===== config.mk =====
export PLATFORM = sky130hd
export DESIGN_NAME = seg7_scan_ctrl
export DESIGN_NICKNAME = d
export VERILOG_FILES = /design/src/rtl/seg7_scan_ctrl.sv
export SDC_FILE = /design/constraint.sdc
export NUM_CORES = 1
export LEC_CHECK = 0
export CAP_MARGIN = 20
export CELL_PAD_IN_SITES_DETAIL_PLACEMENT = 1
export CELL_PAD_IN_SITES_GLOBAL_PLACEMENT = 1
export CORE_MARGIN = 2
export CORE_UTILIZATION = 50
export CTS_BUF_LIST = sky130_fd_sc_hd__clkbuf_16
export CTS_CLUSTER_DIAMETER = 50
export CTS_CLUSTER_SIZE = 40
export DETAILED_ROUTE_END_ITERATION = 6
export PLACE_DENSITY = 0.85
export SYNTH_ARGS = -nofsm -noshare
export SYNTH_HDL_FRONTEND = slang
export SYNTH_SLANG_ARGS = --single-unit

===== constraint.sdc =====
create_clock -name clk -period 4 [get_ports clk]
set_input_delay 0.8 -clock clk [delete_from_list [all_inputs] [get_ports clk]]
set_output_delay 0.8 -clock clk [all_outputs]
set_load 0.01 [all_outputs]

===== src/rtl/seg7_scan_ctrl.sv =====
// seg7_scan_ctrl: multiplexed seven-segment scan controller.
// Scans DIGITS common-enable digits from a packed nibble bus with per-digit
// decimal point, enable and blink, optional leading-zero blanking, and a
// double-buffered display image that only changes at frame boundaries.
module seg7_scan_ctrl #(
    parameter int DIGITS       = 8,
    parameter int SCAN_DIV     = 20000,
    parameter int BLANK_CYCLES = 4,
    parameter int BLINK_FRAMES = 312
) (
    input  logic                  clk,
    input  logic                  rst_n,
    input  logic [4*DIGITS-1:0]   data,
    input  logic [DIGITS-1:0]     dp,
    input  logic [DIGITS-1:0]     digit_on,
    input  logic [DIGITS-1:0]     blink,
    input  logic                  lzb,
    input  logic                  load,
    output logic [DIGITS-1:0]     led_en,
    output logic [7:0]            led_seg,
    output logic                  frame_done
);

    localparam int DW = (SCAN_DIV > 1) ? $clog2(SCAN_DIV) : 1;
    localparam int IW = $clog2(DIGITS);
    localparam int FW = (BLINK_FRAMES > 1) ? $clog2(BLINK_FRAMES) : 1;

    localparam logic [DW-1:0] DIV_LAST  = DW'(SCAN_DIV - 1);
    localparam logic [DW-1:0] BLANK_END = DW'(BLANK_CYCLES);
    localparam logic [IW-1:0] IDX_LAST  = IW'(DIGITS - 1);
    localparam logic [FW-1:0] FRM_LAST  = FW'(BLINK_FRAMES - 1);

    logic [DW-1:0]       div;
    logic [IW-1:0]       idx;
    logic [FW-1:0]       fcnt;
    logic                phase;

    logic [4*DIGITS-1:0] stg_data;
    logic [DIGITS-1:0]   stg_dp;
    logic [DIGITS-1:0]   stg_on;
    logic [DIGITS-1:0]   stg_blink;
    logic                stg_lzb;
    logic                pending;

    logic [4*DIGITS-1:0] act_data;
    logic [DIGITS-1:0]   act_dp;
    logic [DIGITS-1:0]   act_on;
    logic [DIGITS-1:0]   act_blink;
    logic                act_lzb;

    logic                div_tc;
    logic                wrap;
    logic                in_blank;
    logic                visible;
    logic [3:0]          cur_val;
    logic [DIGITS-1:0]   lz_mask;
    logic                leading;

    // Active-low segment pattern {g,f,e,d,c,b,a}; lowercase b and d.
    function automatic logic [6:0] hex_glyph(input logic [3:0] v);
        case (v)
            4'h0: hex_glyph = 7'h40;
            4'h1: hex_glyph = 7'h79;
            4'h2: hex_glyph = 7'h24;
            4'h3: hex_glyph = 7'h30;
            4'h4: hex_glyph = 7'h19;
            4'h5: hex_glyph = 7'h12;
            4'h6: hex_glyph = 7'h02;
            4'h7: hex_glyph = 7'h78;
            4'h8: hex_glyph = 7'h00;
            4'h9: hex_glyph = 7'h10;
            4'hA: hex_glyph = 7'h08;
            4'hB: hex_glyph = 7'h03;
            4'hC: hex_glyph = 7'h46;
            4'hD: hex_glyph = 7'h21;
            4'hE: hex_glyph = 7'h06;
            default: hex_glyph = 7'h0E;
        endcase
    endfunction

    assign div_tc     = (div == DIV_LAST);
    assign wrap       = div_tc && (idx == IDX_LAST);
    assign frame_done = wrap;

    // Slot decode and leading-zero mask derived from the active image.
    always_comb begin
        in_blank = (div < BLANK_END);
        visible  = act_on[idx] & ~(act_blink[idx] & phase);
        cur_val  = act_data[{idx, 2'b00} +: 4];
        lz_mask  = '0;
        leading  = 1'b1;
        if (act_lzb) begin
            for (int i = DIGITS - 1; i >= 1; i--) begin
                if (act_on[i]) begin
                    if (act_data[4*i +: 4] == 4'h0) begin
                        if (leading) lz_mask[i] = 1'b1;
                    end else begin
                        leading = 1'b0;
                    end
                end
            end
        end
    end

    // Slot timing: divider holds each digit for SCAN_DIV cycles, then index advances.
    always_ff @(posedge clk or negedge rst_n) begin
        if (!rst_n) begin
            div <= '0;
            idx <= '0;
        end else if (div_tc) begin
            div <= '0;
            idx <= (idx == IDX_LAST) ? '0 : idx + IW'(1);
        end else begin
            div <= div + DW'(1);
        end
    end

    // Blink phase toggles after every BLINK_FRAMES complete frames.
    always_ff @(posedge clk or negedge rst_n) begin
        if (!rst_n) begin
            fcnt  <= '0;
            phase <= 1'b0;
        end else if (wrap) begin
            if (fcnt == FRM_LAST) begin
                fcnt  <= '0;
                phase <= ~phase;
            end else begin
                fcnt <= fcnt + FW'(1);
            end
        end
    end

    // Double buffer: loads land in staging and are promoted only at the frame wrap.
    always_ff @(posedge clk or negedge rst_n) begin
        if (!rst_n) begin
            stg_data  <= '0;
            stg_dp    <= '0;
            stg_on    <= '0;
            stg_blink <= '0;
            stg_lzb   <= 1'b0;
            pending   <= 1'b0;
            act_data  <= '0;
            act_dp    <= '0;
            act_on    <= '0;
            act_blink <= '0;
            act_lzb   <= 1'b0;
        end else if (load) begin
            stg_data  <= data;
            stg_dp    <= dp;
            stg_on    <= digit_on;
            stg_blink <= blink;
            stg_lzb   <= lzb;
            if (wrap) begin
                act_data  <= data;
                act_dp    <= dp;
                act_on    <= digit_on;
                act_blink <= blink;
                act_lzb   <= lzb;
                pending   <= 1'b0;
            end else begin
                pending <= 1'b1;
            end
        end else if (wrap && pending) begin
            act_data  <= stg_data;
            act_dp    <= stg_dp;
            act_on    <= stg_on;
            act_blink <= stg_blink;
            act_lzb   <= stg_lzb;
            pending   <= 1'b0;
        end
    end

    // Registered drive: anti-ghost gap and hidden digits leave everything dark.
    always_ff @(posedge clk or negedge rst_n) begin
        if (!rst_n) begin
            led_en  <= '1;
            led_seg <= 8'hFF;
        end else if (in_blank || !visible) begin
            led_en  <= '1;
            led_seg <= 8'hFF;
        end else begin
            led_en  <= ~(DIGITS'(1) << idx);
            led_seg <= {~act_dp[idx], lz_mask[idx] ? 7'h7F : hex_glyph(cur_val)};
        end
    end

endmodule

==> results of run 1 <==
[power by group through the flow]
stage / registers (W) / clock network (W) / logic, W
3_5_place_dp: 0.00176 / 0 / 0.000268
5_1_grt: 0.00174 / 0.00157 / 0.000294
4_1_cts: 0.00173 / 0.00151 / 0.000275
6_report: 0.00173 / 0.00148 / 0.000269
2_1_floorplan: 0.00174 / 0 / 0.000130
3_3_place_gp: 0.00175 / 0 / 0.000251
[Yosys cell counts, types with 4 or more instances]
master    count
mux4_2       13
ha_1         14
nand2b_1      4
a21oi_1       4
nor4_1        6
o41ai_1       4
nand3_1      20
xor2_1        7
xnor2_1      10
buf_6         4
clkbuf_1      6
buf_2         7
nor3_1        5
nand2_1      19
inv_1        11
nor2_1       17
or3_1         4
nand4_1       6
mux2i_1       7
dfstp_2      16
mux2_2      114
o21ai_0      10
dfrtp_1     143
[metal layers]
layer | track usage, % | vias to the layer above | routed length [µm]
met2 | 41.8 | 137 | 8680
met4 | 12.4 | 0 | 579
li1 | - | 1966 | -
met3 | 5.76 | 37 | 764
met1 | 30.3 | 2271 | 6990
met5 | 0 | - | 0
[metrics by stage]
| step | worst slack (ns) | instances | total power (W) | utilization [%] | instance area (µm²) |
|---|---|---|---|---|---|
| 2_1_floorplan | 1.50 | 497 | 0.00187 | - | 7010 |
| 3_3_place_gp | 0.857 | 740 | 0.00200 | 57.8 | 7960 |
| 3_5_place_dp | 0.768 | 740 | 0.00203 | 57.8 | 7960 |
| 4_1_cts | 0.283 | 772 | 0.00352 | 61.7 | 8500 |
| 5_1_grt | 0.174 | 773 | 0.00360 | 61.7 | 8500 |
| 6_report | 0.296 | 773 | 0.00348 | 61.7 | 8500 |
[worst max path at each step]
stage / start / end / slack [ns]
after floorplan: idx[0] / led_seg[0] / 1.50
after global placement: div[0] / frame_done / 0.86
after detailed placement: div[0] / frame_done / 0.77
after CTS: div[0] / frame_done / 0.28
after global routing: div[0] / frame_done / 0.17
final: div[0] / frame_done / 0.30
[state kept, by name (all words and copies together) (netlist names)]
name       cells
act_dp         8
stg_dp         8
stg_blink      8
stg_on         8
stg_data      32
act_blink      8
led_seg        8
act_on         8
led_en         8
fcnt           9
act_lzb        1
pending        1
div           15
idx            3
phase          1
act_data      32
stg_lzb        1
[layout make-up]
| cell class | instances | area (µm²) | share of cell area (%) |
|---|---|---|---|
| repair buffers | 84 | 842 | 9.90 |
| inverters | 13 | 48.8 | 0.574 |
| clock buffers | 17 | 425 | 5.00 |
| flip-flops and latches | 159 | 4000 | 47.0 |
| clock inverters | 15 | 106 | 1.25 |
| multi-input cells | 305 | 2860 | 33.6 |
| well taps | 180 | 225 | 2.65 |
[kinds of logic (layout without fill, tap and decap cells)]
kind of cell | Yosys count | in the layout | synth area share (%)
xor+xnor | 17 | 17 | 2.12
mux | 138 | 138 | 24.3
simple gates | 99 | 99 | 7.56
fa+ha+maj | 14 | 14 | 2.50
buf+inv | 33 | 129 | 2.32
flops | 159 | 159 | 57.0
compound gates | 37 | 37 | 4.14
[worst max-delay path: stages (launching register included)]
cell             delay [ns]
dfrtp_1                0.40
ha_1                   0.23
nand4_1                0.32
or4_4                  0.65
nor2_1                 0.27
clkdlybuf4s50_1        0.60
==> results_dict.tcl, run 1 <==
set metrics [dict create \
    r2r_setup_slack_ns 1.04 \
    areaGrowthSynthToFinish_pct 21.2 \
    end_kind "primary output" \
    worstRegToRegCells 8 \
    most-common-layout-cells "143 x dfrtp_1, 114 x mux2_2, 74 x clkdlybuf4s50_1, 20 x nand3_1, 19 x nand2_1" \
    cts_resized 0 \
    syn_area_mm2 0.00701 \
    start_kind "flip-flop" \
    drt-total-wl_um 17000 \
    fin_hold_ws_ns 0.447 \
    mostFrequentLayoutCell "dfrtp_1" \
    root_buffer "clkbuf_16" \
    cts_tree "done" \
    grt_pass1_wl_um 27400 \
    total_leakage_power_nw 3.69 \
    drt_iter0_drc 226 \
    grt_start_max_net_pins 96 \
    ys_types 50 \
    syn-mean-instance-area_um2 14.1 \
    synth_top_cell_area_share_pct 51.0 \
    clkTransAtPathRegs_ns 0.06 \
    die_y_um 122 \
    reg2reg_from "idx[0]" \
    cp.arrival_ns 2.90 \
    critPathMaxFanout 5 \
    intPower_w 0.00268 \
    nets 654 \
    gp_congestion 0.836 \
    crit_type "reg2out" \
    cts.hold.buffers_added 0 \
    drive_gt1_share_pct 32.2 \
    drtPass1Iterations 4 \
    yosys.area.top_type "dfrtp_1" \
    clkPwrFrac_pct 42.5 \
    fin_worst_skew_ns 0.0141 \
    fillCellCount 1326 \
    synth_warnings 0 \
    cts_buffer_depth 2 \
    core_area_mm2 0.0138 \
    antenna_found_initial 0 \
    slew_headroom_pct 37.1 \
    rsz0062_at_grt "false" \
    synth-main-ff-cell "dfrtp_1" \
    boundaryPins 77 \
    cts.sinks 159 \
    track_usage_pct 24.9 \
    async_reset_ff_share_pct 100 \
    hold_class "in2async" \
    p_comb_share_pct 7.7 \
    numCtsBuffers 17 \
    vias 4411 \
    status "completed" \
    syn_nets 571 \
    final.setup.tns_ns 0 \
    synth-seq-cells 159 \
    period_minus_slack_ns 3.70 \
    setup_viol 0 \
    antenna_left 0 \
    fmax_mhz 270 \
    tightestPinTransition_ns 0.917 \
    port_buffers 76 \
    initial_utilization_pct 50.9 \
    r2r_end "led_seg[0]" \
    power_density_mw_per_mm2 410 \
    slew_viol_final 0 \
    synth_area_leaders "dfrtp_1 51%, mux2_2 18%, dfstp_2 6.0%" \
    clk_latency_ns 0.43 \
    vias_per_cell 5.71 \
    seq_power_share_pct 49.8 \
    switching_power_w 0.000803 \
    grt_overflow 0 \
    synth_cells 497 \
    drc 0 \
    worstPathRequired_ns 3.20 \
    hold_viol_final 0 \
    rows 43 \
    min_period_over_period_pct 92.6 \
    synth_edf_count 0 \
    die_w_um 122 \
    num_antenna_cells 0 \
    die-area_mm2 0.0150 \
    yosysSeqAreaShare_pct 57.0 \
    first_global_vias 4975 \
    h-tree-depth 4 \
    swShare_pct 23.1 \
    avgRoutedWirePerCell_um 22.0 \
    cts_setup_buffers 0 \
    dpl.hpwl_um 11500 \
    cap_violations 0 \
    ir_worst_vdd_v 0.000264 \
]
Power figures use the tool's default switching activity.
==> inputs of run 2 (changes only) <==
--- a/config.mk
+++ b/config.mk
@@ -5,7 +5,6 @@
 export SDC_FILE = /design/constraint.sdc
 export NUM_CORES = 1
 export LEC_CHECK = 0
-export CAP_MARGIN = 20
 export CELL_PAD_IN_SITES_DETAIL_PLACEMENT = 1
 export CELL_PAD_IN_SITES_GLOBAL_PLACEMENT = 1
 export CORE_MARGIN = 2
==> results_dict.tcl, run 2 (same netlist as run 1, synthesis figures left out) <==
set metrics [dict create \
    status "completed" \
    intPower_w 0.00268 \
    start_kind "flip-flop" \
    rows 43 \
    drive_gt1_share_pct 32.1 \
    root_buffer "clkbuf_16" \
    cts_setup_buffers 0 \
    total_leakage_power_nw 3.68 \
    cts.sinks 159 \
    grt_start_max_net_pins 96 \
    areaGrowthSynthToFinish_pct 21.1 \
    hold_class "in2async" \
    crit_type "reg2out" \
    die_y_um 122 \
    dpl_cell_area_mm2 0.00796 \
    clk_latency_ns 0.43 \
    end_kind "primary output" \
    clkTransAtPathRegs_ns 0.06 \
    avgRoutedWirePerCell_um 22.1 \
    rsz0062_at_grt "false" \
    vias_per_cell 5.71 \
    ir_worst_vdd_v 0.000269 \
    critPathMaxFanout 5 \
    drtPass1Iterations 4 \
    antenna_found_initial 0 \
    port_buffers 76 \
    initial_utilization_pct 50.9 \
    slew_viol_final 0 \
    tightestPinTransition_ns 1.13 \
    first_global_vias 4975 \
    cts.hold.buffers_added 0 \
    grt_pass1_wl_um 27400 \
    vias 4407 \
    die-area_mm2 0.0150 \
    seq_power_share_pct 49.7 \
    fin_area_mm2 0.00850 \
    cts_buffer_depth 2 \
    track_usage_pct 24.9 \
    clkPwrFrac_pct 42.6 \
    final_util_pct 61.7 \
    cap_violations 0 \
    boundaryPins 77 \
    switching_power_w 0.000809 \
    min_period_over_period_pct 92.7 \
    fillCellCount 1326 \
    numCtsBuffers 17 \
    startpoint "div[0]" \
    cts_tree "done" \
    die_w_um 122 \
    reg2reg_from "idx[0]" \
    dpl.hpwl_um 11500 \
    hold_viol_final 0 \
    p_comb_share_pct 7.7 \
    cp.arrival_ns 2.91 \
    finalWorstSetupSlack_ns 0.293 \
    nets 653 \
    most-common-layout-cells "143 x dfrtp_1, 114 x mux2_2, 74 x clkdlybuf4s50_1, 20 x nand3_1, 19 x nand2_1" \
    setup_viol 0 \
    fin_worst_skew_ns 0.00969 \
    swShare_pct 23.2 \
    grt_overflow 0 \
    drt-total-wl_um 17100 \
    antenna_left 0 \
    gp_congestion 0.836 \
    cts_resized 0 \
    worstPathRequired_ns 3.20 \
    drc 0 \
    fmax_mhz 270 \
    power_density_mw_per_mm2 411 \
    h-tree-depth 4 \
    period_minus_slack_ns 3.71 \
    core_area_mm2 0.0138 \
    largestRegisters "act_data x32, stg_data x32, div x15" \
    drt_iter0_drc 272 \
    slew_headroom_pct 22.7 \
    dp_slack_ns 0.768 \
    mostFrequentLayoutCell "dfrtp_1" \
    num_antenna_cells 0 \
    final.setup.tns_ns 0 \
]
## run 2: cell types whose count changed in the layout (fill, tap and decap cells not counted), sizes merged
| cell | previous run | this run |
|---|---|---|
| buf | 10 | 9 |
## run 2: worst paths after layout
kind	slack, ns	depth (start not counted)	to
max	0.29	5	frame_done
max in group asynchronous	2.67	2	led_seg[7]
min	0.47	1	stg_data[17]
min reg2reg	0.50	1	fcnt[7]
max reg2reg	0.89	6	led_seg[1]
min in group clk	0.50	1	fcnt[7]
## run 2: per-layer routing
metal / routed length, µm / GRT usage (%) / share of wire, % / vias up
li1: - / - / - / 1963
met1: 7050 / 30.3 / 41 / 2292
met2: 8700 / 41.8 / 51 / 113
met3: 708 / 5.76 / 4.1 / 39
met4: 617 / 12.4 / 3.6 / 0
met5: 0 / 0 / 0 / -
## run 2: critical path, cell delays in order, from the launching register on
cell and delay, ns:
dfrtp_1 0.40, ha_1 0.23, nand4_1 0.32, or4_4 0.65
nor2_1 0.27, clkdlybuf4s50_1 0.60
## run 2: final cells by class
cell class              instances  area (µm²)  area share (%)
flip-flops and latches        159        4000            47.1
multi-input cells             305        2860            33.6
repair buffers                 83         835            9.82
clock buffers                  17         425            5.01
well taps                     180         225            2.65
clock inverters                15         106            1.25
inverters                      13        48.8           0.574
## run 2: power by group through the flow
stage          logic, W  registers (W)  clock network, W
2_1_floorplan  0.000130        0.00174                 0
3_3_place_gp   0.000251        0.00175                 0
3_5_place_dp   0.000268        0.00176                 0
4_1_cts        0.000275        0.00173           0.00151
5_1_grt        0.000293        0.00174           0.00157
6_report       0.000270        0.00173           0.00148
## run 2: per-stage QoR
step                      power [W]  hold WS (ns)  std cells
after floorplan             0.00187         0.445        497
after detailed placement    0.00203         0.484        740
after global placement      0.00200         0.467        740
after global routing        0.00360         0.512        772
after CTS                   0.00352         0.498        772
final                       0.00349         0.465        772
==> inputs of run 3 (changes only) <==
--- a/config.mk
+++ b/config.mk
@@ -8,12 +8,12 @@
 export CELL_PAD_IN_SITES_DETAIL_PLACEMENT = 1
 export CELL_PAD_IN_SITES_GLOBAL_PLACEMENT = 1
 export CORE_MARGIN = 2
-export CORE_UTILIZATION = 50
+export CORE_UTILIZATION = 29
 export CTS_BUF_LIST = sky130_fd_sc_hd__clkbuf_16
 export CTS_CLUSTER_DIAMETER = 50
 export CTS_CLUSTER_SIZE = 40
 export DETAILED_ROUTE_END_ITERATION = 6
-export PLACE_DENSITY = 0.85
+export PLACE_DENSITY = 0.55
 export SYNTH_ARGS = -nofsm -noshare
 export SYNTH_HDL_FRONTEND = slang
 export SYNTH_SLANG_ARGS = --single-unit
==> results_dict.tcl, run 3 (same netlist as run 1, synthesis figures left out) <==
set metrics [dict create \
    largestRegisters "act_data x32, stg_data x32, div x15" \
    path_buf_inv 1 \
    setup_viol 0 \
    final.setup.tns_ns 0 \
    final_util_pct 37.0 \
    status "completed" \
    crit_path_top_delay_cell "or4_4" \
    period_minus_slack_ns 3.72 \
    critPathMaxFanout 5 \
    vias_per_cell 4.74 \
    cts.sinks 159 \
    die_w_um 160 \
    start_kind "flip-flop" \
    numCtsBuffers 17 \
    hold_class "in2async" \
    end_kind "primary output" \
    slew_headroom_pct 26.9 \
    most-common-layout-cells "143 x dfrtp_1, 114 x mux2_2, 74 x clkdlybuf4s50_1, 20 x nand3_1, 19 x nand2_1" \
    dpl_cell_area_mm2 0.00814 \
    initial_utilization_pct 29.7 \
    rows 56 \
    core_area_mm2 0.0236 \
    gp_congestion 0.771 \
    crit_type "reg2out" \
    fin_area_mm2 0.00874 \
    total_leakage_power_nw 3.70 \
    critPathMaxStageDelay_ns 0.65 \
    worstRegToRegCells 6 \
    h-tree-depth 4 \
    fillCellCount 2484 \
    drt_iter0_drc 122 \
    grt_overflow 0 \
    cts_buffer_depth 2 \
    cts_tree "done" \
    worstPathRequired_ns 3.20 \
    cap_violations 0 \
    ir_worst_vdd_v 0.000252 \
    clkTransAtPathRegs_ns 0.06 \
    root_buffer "clkbuf_16" \
    cp.arrival_ns 2.92 \
    crit_family "simple AND/OR/NAND/NOR gates" \
    drive_gt1_share_pct 32.7 \
    antenna_left 0 \
    drt-total-wl_um 16000 \
    min_period_over_period_pct 93.1 \
    path_cells "ha_1 -> nand4_1 -> or4_4 -> nor2_1 -> clkdlybuf4s50_1" \
    dpl.hpwl_um 11200 \
    rsz0062_at_grt "false" \
    die-area_mm2 0.0254 \
    drc 0 \
    first_global_vias 4854 \
    antenna_found_initial 0 \
    slew_viol_final 0 \
    port_buffers 76 \
    hold_viol_final 0 \
    die_y_um 160 \
    grt_pass1_wl_um 26500 \
    path_depth 5 \
    track_usage_pct 13.2 \
    cts_setup_buffers 0 \
    fmax_mhz 269 \
    tightestPinTransition_ns 1.07 \
    cts.hold.buffers_added 0 \
    mostFrequentLayoutCell "dfrtp_1" \
    areaGrowthSynthToFinish_pct 24.6 \
    drtPass1Iterations 4 \
    grt_start_max_net_pins 84 \
    avgRoutedWirePerCell_um 17.5 \
    fin_worst_skew_ns 0.00853 \
    vias 4325 \
    cts_resized 0 \
    nets 655 \
    num_antenna_cells 0 \
    power_density_mw_per_mm2 416 \
    clk_latency_ns 0.42 \
    boundaryPins 77 \
]
==> run 3: area by class of cell <==
| class | instances | area [µm²] | area share, % |
|---|---|---|---|
| timing repair buffer | 85 | 837 | 9.58 |
| tap | 319 | 399 | 4.57 |
| clock inverter | 15 | 170 | 1.95 |
| sequential | 159 | 4000 | 45.8 |
| multi-input combinational | 305 | 2860 | 32.7 |
| inverter | 13 | 48.8 | 0.559 |
| clock buffer | 17 | 425 | 4.87 |
==> run 3: per-stage QoR <==
step           cells  hold slack (ns)  power (W)  worst slack, ns
6_report         913            0.432    0.00363            0.277
5_1_grt          913            0.474    0.00379            0.131
4_1_cts          913            0.445    0.00369            0.245
3_5_place_dp     881            0.483    0.00202            0.710
3_3_place_gp     881            0.470    0.00202            0.805
2_1_floorplan    497            0.445    0.00187             1.50
==> run 3: per-layer routing <==
layer / track usage (%) / up-vias / routed length [µm]
li1: - / 1969 / -
met1: 18.0 / 2267 / 7750
met2: 20.5 / 71 / 7420
met3: 3.02 / 18 / 535
met4: 5.04 / 0 / 290
met5: 0 / - / 0
==> run 3: final timing paths <==
path                       startpoint      endpoint  slack, ns
max                            div[0]    frame_done       0.28
min reg2reg                 stg_dp[5]     stg_dp[5]       0.49
max reg2reg                    idx[0]    led_seg[1]       1.02
min in group clk            stg_dp[5]     stg_dp[5]       0.49
max in group asynchronous       rst_n  stg_blink[5]       2.66
min                             rst_n  stg_data[25]       0.43
==> run 3: report_power, final <==
group | leakage (nW) | total (W) | switching (W) | internal, W
logic | 1.43 | 0.000261 | 0.000116 | 0.000145
registers | 1.99 | 0.00173 | 0.0000337 | 0.00169
clock network | 0.282 | 0.00165 | 0.000669 | 0.000978
